`config.mk`:
```
export PLATFORM = sky130hd
export DESIGN_NAME = pipeline_hazard_ctrl_flat
export DESIGN_NICKNAME = d
export VERILOG_FILES = /design/src/rtl/pipeline_hazard_ctrl_if.sv /design/src/rtl/pipeline_hazard_ctrl.sv /design/src/flat_wrapper.sv
export SDC_FILE = /design/constraint.sdc
export NUM_CORES = 1
export LEC_CHECK = 0
export ABC_AREA = 1
export BUFFER_PORTS_ARGS = -buffer_cell sky130_fd_sc_hd__buf_2
export CAP_MARGIN = 20
export CORE_ASPECT_RATIO = 1.1
export CORE_MARGIN = 3
export CORE_UTILIZATION = 45
export DETAILED_ROUTE_END_ITERATION = 6
export PLACE_DENSITY_LB_ADDON = 0.1
export SLEW_MARGIN = 20
export SYNTH_ARGS = -nofsm -noshare
export SYNTH_HDL_FRONTEND = slang
export SYNTH_SLANG_ARGS = --single-unit
```
`constraint.sdc`:
```
create_clock -name clk -period 2.3 [get_ports clk]
set_input_delay 0.115 -clock clk [delete_from_list [all_inputs] [get_ports clk]]
set_output_delay 0.115 -clock clk [all_outputs]
set_load 0.01 [all_outputs]
```
`src/rtl/pipeline_hazard_ctrl_if.sv`:
```
// Control bundle between the 5-stage MIPS datapath and its hazard controller.
// The master side is the pipeline and the slave side is the controller.
interface pipeline_hazard_ctrl_if #(
    parameter int CNT_W = 16
);
    logic [4:0]       id_rs;
    logic [4:0]       id_rt;
    logic             id_uses_rt;
    logic             idex_MemRead;
    logic [4:0]       idex_rt;
    logic             exmem_branch;
    logic             exmem_zero;
    logic             exmem_MemRead;
    logic             exmem_MemWrite;
    logic             mem_ready;

    logic             mem_req;
    logic             pc_write;
    logic             ifid_write;
    logic             idex_write;
    logic             exmem_write;
    logic             ifid_flush;
    logic             idex_flush;
    logic             exmem_flush;
    logic             memwb_bubble;
    logic             pc_src;
    logic             mem_err;
    logic [CNT_W-1:0] stall_count;
    logic [CNT_W-1:0] flush_count;

    modport master (
        output id_rs, id_rt, id_uses_rt, idex_MemRead, idex_rt,
               exmem_branch, exmem_zero, exmem_MemRead, exmem_MemWrite, mem_ready,
        input  mem_req, pc_write, ifid_write, idex_write, exmem_write,
               ifid_flush, idex_flush, exmem_flush, memwb_bubble, pc_src,
               mem_err, stall_count, flush_count
    );

    modport slave (
        input  id_rs, id_rt, id_uses_rt, idex_MemRead, idex_rt,
               exmem_branch, exmem_zero, exmem_MemRead, exmem_MemWrite, mem_ready,
        output mem_req, pc_write, ifid_write, idex_write, exmem_write,
               ifid_flush, idex_flush, exmem_flush, memwb_bubble, pc_src,
               mem_err, stall_count, flush_count
    );
endinterface

```
`src/rtl/pipeline_hazard_ctrl.sv`:
```
// Hazard controller for the 5-stage MIPS pipeline: load-use stalls, taken-branch
// squashes and data-memory waits with a timeout, plus saturating perf counters.
module pipeline_hazard_ctrl #(
    parameter int MEM_TIMEOUT = 64,
    parameter int CNT_W       = 16
) (
    input logic                   clk,
    input logic                   rst_n,
    pipeline_hazard_ctrl_if.slave hz
);
    localparam int WAIT_W = $clog2(MEM_TIMEOUT);

    typedef enum logic {RUN, MEM_WAIT} state_t;

    state_t            state;
    logic [WAIT_W-1:0] wait_cnt;
    logic              mem_err_q;
    logic [CNT_W-1:0]  stall_q;
    logic [CNT_W-1:0]  flush_q;

    logic mem_req;
    logic mem_pending;
    logic at_limit;
    logic freeze;
    logic timeout;
    logic taken;
    logic load_use;
    logic rs_match;
    logic rt_match;

    assign mem_req     = hz.exmem_MemRead | hz.exmem_MemWrite;
    assign mem_pending = mem_req & ~hz.mem_ready;

    // An access that has been frozen MEM_TIMEOUT-1 cycles is released as if ready.
    assign at_limit = (state == MEM_WAIT) && (wait_cnt == WAIT_W'(MEM_TIMEOUT - 1));
    assign freeze   = mem_pending & ~at_limit;
    assign timeout  = mem_pending & at_limit;

    assign rs_match = (hz.idex_rt == hz.id_rs);
    assign rt_match = hz.id_uses_rt & (hz.idex_rt == hz.id_rt);
    assign taken    = ~freeze & hz.exmem_branch & hz.exmem_zero;
    assign load_use = ~freeze & ~taken & hz.idex_MemRead & (hz.idex_rt != 5'd0)
                      & (rs_match | rt_match);

    assign hz.mem_req      = mem_req;
    assign hz.pc_write     = ~(freeze | load_use);
    assign hz.ifid_write   = ~(freeze | load_use);
    assign hz.idex_write   = ~freeze;
    assign hz.exmem_write  = ~freeze;
    assign hz.ifid_flush   = taken;
    assign hz.idex_flush   = taken | load_use;
    assign hz.exmem_flush  = taken;
    assign hz.memwb_bubble = freeze;
    assign hz.pc_src       = taken;
    assign hz.mem_err      = mem_err_q;
    assign hz.stall_count  = stall_q;
    assign hz.flush_count  = flush_q;

    always_ff @(posedge clk or negedge rst_n) begin
        if (!rst_n) begin
            state     <= RUN;
            wait_cnt  <= '0;
            mem_err_q <= 1'b0;
            stall_q   <= '0;
            flush_q   <= '0;
        end else begin
            if (freeze) begin
                state    <= MEM_WAIT;
                wait_cnt <= (state == RUN) ? WAIT_W'(1) : wait_cnt + WAIT_W'(1);
            end else begin
                state    <= RUN;
                wait_cnt <= '0;
            end
            if (timeout) begin
                mem_err_q <= 1'b1;
            end
            if ((freeze | load_use) && (stall_q != '1)) begin
                stall_q <= stall_q + CNT_W'(1);
            end
            if (taken && (flush_q != '1)) begin
                flush_q <= flush_q + CNT_W'(1);
            end
        end
    end
endmodule
```
`src/flat_wrapper.sv`:
```
// flat-port wrapper written by rule: the top's interface ports become plain ports
module pipeline_hazard_ctrl_flat 
#(
    parameter int MEM_TIMEOUT = 64,
    parameter int CNT_W       = 16
)
  (clk, rst_n, hz_id_rs, hz_id_rt, hz_id_uses_rt, hz_idex_MemRead, hz_idex_rt, hz_exmem_branch, hz_exmem_zero, hz_exmem_MemRead, hz_exmem_MemWrite, hz_mem_ready, hz_mem_req, hz_pc_write, hz_ifid_write, hz_idex_write, hz_exmem_write, hz_ifid_flush, hz_idex_flush, hz_exmem_flush, hz_memwb_bubble, hz_pc_src, hz_mem_err, hz_stall_count, hz_flush_count);
  pipeline_hazard_ctrl_if #(.CNT_W(CNT_W)) hz_i ();
  input logic clk;
  input logic rst_n;
  input wire logic [$bits(hz_i.id_rs)-1:0] hz_id_rs;
  input wire logic [$bits(hz_i.id_rt)-1:0] hz_id_rt;
  input wire logic [$bits(hz_i.id_uses_rt)-1:0] hz_id_uses_rt;
  input wire logic [$bits(hz_i.idex_MemRead)-1:0] hz_idex_MemRead;
  input wire logic [$bits(hz_i.idex_rt)-1:0] hz_idex_rt;
  input wire logic [$bits(hz_i.exmem_branch)-1:0] hz_exmem_branch;
  input wire logic [$bits(hz_i.exmem_zero)-1:0] hz_exmem_zero;
  input wire logic [$bits(hz_i.exmem_MemRead)-1:0] hz_exmem_MemRead;
  input wire logic [$bits(hz_i.exmem_MemWrite)-1:0] hz_exmem_MemWrite;
  input wire logic [$bits(hz_i.mem_ready)-1:0] hz_mem_ready;
  output wire logic [$bits(hz_i.mem_req)-1:0] hz_mem_req;
  output wire logic [$bits(hz_i.pc_write)-1:0] hz_pc_write;
  output wire logic [$bits(hz_i.ifid_write)-1:0] hz_ifid_write;
  output wire logic [$bits(hz_i.idex_write)-1:0] hz_idex_write;
  output wire logic [$bits(hz_i.exmem_write)-1:0] hz_exmem_write;
  output wire logic [$bits(hz_i.ifid_flush)-1:0] hz_ifid_flush;
  output wire logic [$bits(hz_i.idex_flush)-1:0] hz_idex_flush;
  output wire logic [$bits(hz_i.exmem_flush)-1:0] hz_exmem_flush;
  output wire logic [$bits(hz_i.memwb_bubble)-1:0] hz_memwb_bubble;
  output wire logic [$bits(hz_i.pc_src)-1:0] hz_pc_src;
  output wire logic [$bits(hz_i.mem_err)-1:0] hz_mem_err;
  output wire logic [$bits(hz_i.stall_count)-1:0] hz_stall_count;
  output wire logic [$bits(hz_i.flush_count)-1:0] hz_flush_count;
  assign hz_i.id_rs = hz_id_rs;
  assign hz_i.id_rt = hz_id_rt;
  assign hz_i.id_uses_rt = hz_id_uses_rt;
  assign hz_i.idex_MemRead = hz_idex_MemRead;
  assign hz_i.idex_rt = hz_idex_rt;
  assign hz_i.exmem_branch = hz_exmem_branch;
  assign hz_i.exmem_zero = hz_exmem_zero;
  assign hz_i.exmem_MemRead = hz_exmem_MemRead;
  assign hz_i.exmem_MemWrite = hz_exmem_MemWrite;
  assign hz_i.mem_ready = hz_mem_ready;
  assign hz_mem_req = hz_i.mem_req;
  assign hz_pc_write = hz_i.pc_write;
  assign hz_ifid_write = hz_i.ifid_write;
  assign hz_idex_write = hz_i.idex_write;
  assign hz_exmem_write = hz_i.exmem_write;
  assign hz_ifid_flush = hz_i.ifid_flush;
  assign hz_idex_flush = hz_i.idex_flush;
  assign hz_exmem_flush = hz_i.exmem_flush;
  assign hz_memwb_bubble = hz_i.memwb_bubble;
  assign hz_pc_src = hz_i.pc_src;
  assign hz_mem_err = hz_i.mem_err;
  assign hz_stall_count = hz_i.stall_count;
  assign hz_flush_count = hz_i.flush_count;
  pipeline_hazard_ctrl #(.MEM_TIMEOUT(MEM_TIMEOUT), .CNT_W(CNT_W)) u_core (.clk(clk), .rst_n(rst_n), .hz(hz_i));
endmodule
```
**Yosys cells after proc, flatten, opt, wreduce, memory -nomap -nowiden**

Index checks and enable logic that the tools add are counted.

- Register bits: 40
- Bits of input ports: 24
- Output and inout port bits: 43
- Word-level logic and storage cells: 39

- Add/sub/neg operators: 3
- Eq/ne operators: 5
- Mux-type cells: 3
- Bitwise operators: 19
- Reduce and logical (&&, ||, !) cells: 4

Operators by type and width:

| cell | number |
|---|---|
| $add 16x1->16 const B | 2 |
| $ne 16x16->1 const B | 2 |
| $mux 6 | 2 |
| $and 1x1->1 | 10 |
| $eq 5x5->1 | 2 |
| $add 6x1->6 const B | 1 |
| $eq 6x6->1 const B | 1 |
| $not 1->1 | 5 |
| $reduce_bool 5->1 | 1 |
| $or 1x1->1 | 4 |
| $logic_and 1x1->1 | 3 |
| $mux 1 | 1 |

**Logic depth before layout (Yosys ltp)**

- Word-level depth: 14
- Gate-level depth with buffers: 12
- Mapped depth without buffers: 11

**Worst setup path after synthesis**

No wires, ideal clock.

- Path type: reg-to-reg
- Start point: reg u_core.flush_q[0] (netlist: u_core.hz.flush_count[0])
- End point: reg u_core.flush_q[5] (netlist: u_core.hz.flush_count[5])
- Setup time: 0.076 ns
- Arrival: 1.583 ns
- Data required time: 2.224 ns
- Setup slack: 0.641 ns
- Cell stages (with the launch flop): 11
- Path buffers: 1
- Clock period less this slack: 1.659 ns
- Cells stage by stage: dfrtp_1 ha_1 inv_1 nor3_4 nand2_2 nor2_4 nand2_2 nand2_2 buf_6 nand2_1 o21ai_1

- Longest elaborated chain between the ends: 2
- Elaborated cells on any way between the ends: 3
- Classes of those cells: add/sub (1); eq/ne (1); reduce/logical (1)

Ends and longest elaborated chain:

| what | RTL line | RTL |
|---|---|---|
| start: declaration | pipeline_hazard_ctrl.sv:19 | `logic [CNT_W-1:0] flush_q;` |
| start signal: assignment | pipeline_hazard_ctrl.sv:81 | `flush_q <= flush_q + CNT_W'(1);` |
| parallel branches: the longest is 2 deep, another holds $add 16x1->16 | n/a |  |

Several ways; the timed one is not identified.
A chain may end at the register's enable or synchronous reset.

**Worst setup path after layout**

- Start point: reg u_core.wait_cnt[0]
- End point: out hz_pc_write

- Longest elaborated chain between the ends: 14

Ends and longest elaborated chain:

| what | RTL line | RTL |
|---|---|---|
| start: declaration | pipeline_hazard_ctrl.sv:16 | `logic [WAIT_W-1:0] wait_cnt;` |
| start signal: assignment | pipeline_hazard_ctrl.sv:69 | `wait_cnt <= (state == RUN) ? WAIT_W'(1) : wait_cnt + WAIT_W'(1);` |
| $eq 6x6->1 (*) | pipeline_hazard_ctrl.sv:35 | `assign at_limit = (state == MEM_WAIT) && (wait_cnt == WAIT_W'(MEM_TIMEOUT - 1));` |
| $logic_and 1x1->1 (*) | pipeline_hazard_ctrl.sv:35 |  |
| $not 1->1 (*) | pipeline_hazard_ctrl.sv:36 | `assign freeze = mem_pending & ~at_limit;` |
| $and 1x1->1 (*) | pipeline_hazard_ctrl.sv:36 |  |
| $not 1->1 | pipeline_hazard_ctrl.sv:41, pipeline_hazard_ctrl.sv:42 |  |
| $and 1x1->1 (2 in a row) | pipeline_hazard_ctrl.sv:41 | `assign taken = ~freeze & hz.exmem_branch & hz.exmem_zero;` |
| $not 1->1 | pipeline_hazard_ctrl.sv:42 | `assign load_use = ~freeze & ~taken & hz.idex_MemRead & (hz.idex_rt != 5'd0)` |
| $and 1x1->1 (3 in a row) | pipeline_hazard_ctrl.sv:42 |  |
| $and 1x1->1 | pipeline_hazard_ctrl.sv:43 | `& (rs_match \| rt_match);` |
| $or 1x1->1 (*) | pipeline_hazard_ctrl.sv:46 | `assign hz.pc_write = ~(freeze \| load_use);` |
| $not 1->1 (*) | pipeline_hazard_ctrl.sv:46 |  |
| end: declaration | flat_wrapper.sv:22 | `output wire logic [$bits(hz_i.pc_write)-1:0] hz_pc_write;` |

Mark *: on every way between the ends. The rest lies on a longest branch, timed or not.

==> key figures <==
Status
  • Status: finished, final reports clean

CTS
  • Clk slew on worst S/H paths: 0.08 ns
  • Post-CTS Resized: 0
  • Post-cts hold buffer count: 1
  • Clk Latency, worst-skew pair: 0.30 ns
  • H-tree depth: 2
  • Root Buffer: clkbuf_8
  • Clock Path Buffers: 2
  • Total setup buffers inserted after CTS: 0
  • CTS buffer count: 5
  • CTS tree: yes
  • TritonCTS sink count: 40

Routing
  • Wire length per cell: 11.7 microns
  • Routed wire length: 5.83 mm
  • Iter 0 DRT Violations: 88
  • Final antenna-violating net count: 0
  • DR vias/cell: 4.80
  • # DRC: 0
  • Vias: 2384
  • DRT Pass-1 Iters: 4

Floorplanning
  • Row Count: 28
  • Core Area: 0.00547 sq mm
  • Boundary Pins: 67
  • Starting Density: 47.5%
  • Die Y-Extent: 85.6 microns
  • Die Area: 0.00672 sq mm
  • Die X-Extent: 78.4 microns

Global routing
  • Vias in the first global route: 2432
  • First-pass GRT wire length: 10.6 mm
  • Largest net degree at the start of global routing: 41
  • All-Layer GR Usage: 19.3%
  • Initial antenna violation count: 0
  • GRT Residual Overflow: 0

Pwr
  • Worst ir drop on vdd: 0.414 mV
  • Leak pwr: 1.63 nW
  • Pwr/cell area: 659 mW/mm^2
  • PnR Total Power: 0.00202 W
  • Sequential power share: 45.6%
  • Combinational Power Share: 25.9%
  • Clock power frac: 28.5%
  • Net Sw Frac: 34.6%
  • Cell-internal power: 0.00132 W
  • Switching power: 0.000700 W

Place
  • DP HPWL: 4.52 mm
  • GP Congestion: 0.840
  • IO buf count: 66
  • Place WS: 0.445 ns

Setup path
  • Reg2reg end: u_core.hz.flush_count[2]
  • Max Fanout on Critical Path: 9
  • WP data arrival: 1.86 ns
  • Worst EP required: 2.18 ns
  • Startpoint Class: register
  • Crit. End Element: primary output
  • Crit path to: hz_pc_write
  • Reg2reg path depth: 9
  • Reg2Reg Launch Point: u_core.hz.flush_count[0]
  • Crit path launch: u_core.wait_cnt[0]
  • Worst R2R Setup Slack: 0.40 ns
  • CP Class: register to primary output

Yosys
  • Top-count cell post-synth: nand2_1
  • Compound-Gate Fraction of Synth Area: 3.42%
  • Syn_nets: 383
  • Top cells by area, synth: dfrtp_1 39%, nand2_1 18%, inv_1 6.7%
  • Yosys cell types: 28
  • Gate count after technology mapping: 356
  • Syn avg cell area: 7.29 sq um
  • Area share of the largest cell type after synthesis: 38.6%
  • Post-synthesis async set-or-reset flop share: 100%
  • Ys Warns: 0
  • Main combinational cell family by area after synthesis: simple AND/OR/NAND/NOR gates
  • Multiplexer share of the synthesized area: 0%
  • Post-synthesis xor/xnor area fraction: 8.78%
  • Post-synthesis simple-gate area fraction: 37.9%
  • Adder-Cell Fraction of Synth Area: 1.45%
  • Synth cell count leaders: 122 x nand2_1, 46 x inv_1, 40 x dfrtp_1
  • Cell Area, Synth: 0.00259 sq mm
  • Main synth FF type: dfrtp_1
  • Post-synth top area cell: dfrtp_1
  • Number of synthesized flops with an enable pin: 0
  • Synth Register Bits: 40
  • Post-synthesis sequential area ratio: 38.6%

STA
  • Unrepaired setup endpoints after global routing: false
  • Worst-Margin Slew: 0.899 ns
  • Clock Skews: 0.00917 ns
  • Tmin final: 1.97 ns
  • Relative slew slack: 40.1%
  • TNS Setup: 0 ns
  • Max-slew violations: 0
  • Final worst slack: 0.327 ns
  • Tcrit/Tclk final: 85.8%
  • Max Clock Freq: 507 MHz
  • Finish-stage setup viols: 0
  • Final hold violation count: 0

Cells and area
  • Layout Nets: 448
  • Ant diodes: 0
  • Share of cells above drive strength 1: 23.0%
  • Syn-to-layout area delta: 18.3%
  • Fill count: 531

Job
  • Max-cap viol count: 0

Min path
  • Worst min path class: primary input to register
[power groups by stage]
stage | Clock [W] | Sequential [W] | Combinational (W)
6_report | 0.000577 | 0.000921 | 0.000524
5_1_grt | 0.000626 | 0.000946 | 0.000610
4_1_cts | 0.000598 | 0.000919 | 0.000533
3_5_place_dp | 0 | 0.000933 | 0.000531
3_3_place_gp | 0 | 0.000930 | 0.000517
2_1_floorplan | 0 | 0.000957 | 0.000294
[placed cells by master, fill, tap and decap left out, drive strengths merged, types with 2 or more instances in the layout]
| master | instances |
|---|---|
| nor3 | 11 |
| clkbuf | 5 |
| dfrtp | 40 |
| nand2 | 130 |
| a21oi | 5 |
| xor2 | 14 |
| nor3b | 2 |
| buf | 67 |
| o21ai | 9 |
| nand4 | 5 |
| nor2 | 30 |
| ha | 3 |
| inv | 47 |
| nand3 | 36 |
| xnor2 | 12 |
[layout make-up]
cell class              instances  area (sq um)  share of cell area, %
clock buffers                   5          68.8                   2.24
well taps                      75          93.8                   3.06
flip-flops and latches         40          1000                   32.6
inverters                      47           176                   5.75
repair buffers                 68           348                   11.3
multi-input cells             259          1340                   43.6
clock inverters                 3          42.5                   1.39
[worst max-delay path, stage by stage (launching register included)]
cell and delay, ns:
dfrtp_1 0.38, ha_1 0.21, nand3_2 0.10, nor2_2 0.13, nand3_2 0.11, nand2_4 0.12, nand2_1 0.22, inv_1 0.16
buf_2 0.14
[cell families (layout without fill, tap and decap cells)]
kind of cell | count (synthesis) | count (layout)
adder cells (fa/ha/maj) | 3 | 3
flip-flops | 40 | 40
AND/OR/NAND/NOR | 215 | 215
buffers and inverters | 57 | 123
AO/OA/AOI/OAI | 15 | 15
XOR/XNOR | 26 | 26
[flip-flops by register name (all words and copies together), names as in the netlist]
register               flops
u_core.hz.flush_count     16
u_core.hz.stall_count     16
u_core.wait_cnt            6
u_core.hz.mem_err          1
u_core.state               1
[per-stage QoR]
step / area [sq um] / utilization [%] / cells / hold slack (ns)
final: 3070 / 56.2 / 497 / 0.113
after global routing: 3070 / 56.2 / 497 / 0.138
after CTS: 3070 / 56.2 / 497 / 0.110
after detailed placement: 2950 / 53.9 / 488 / 0.301
after global placement: 2950 / 53.9 / 488 / 0.287
after floorplan: 2590 / - / 356 / -0.181
[metal layers]
layer,vias to the layer above,GRT usage [%],share of wire (%),wire length (microns)
li1,1237,-,-,-
met1,1098,22.5,43,2480
met2,44,35.7,53,3090
met3,5,3.05,3.5,203
met4,0,6.84,1.0,60
met5,-,0,0,0
[worst min path at each step]
stage	end	cells after the start	start
after floorplan	u_core.hz.flush_count[0]	0	rst_n
after global placement	u_core.hz.mem_err	1	rst_n
after detailed placement	u_core.wait_cnt[5]	1	rst_n
after CTS	u_core.hz.mem_err	4	hz_mem_ready
after global routing	u_core.hz.mem_err	4	hz_mem_ready
final	u_core.hz.mem_err	4	hz_mem_ready
No activity file was read; power rests on OpenSTA's default activity.
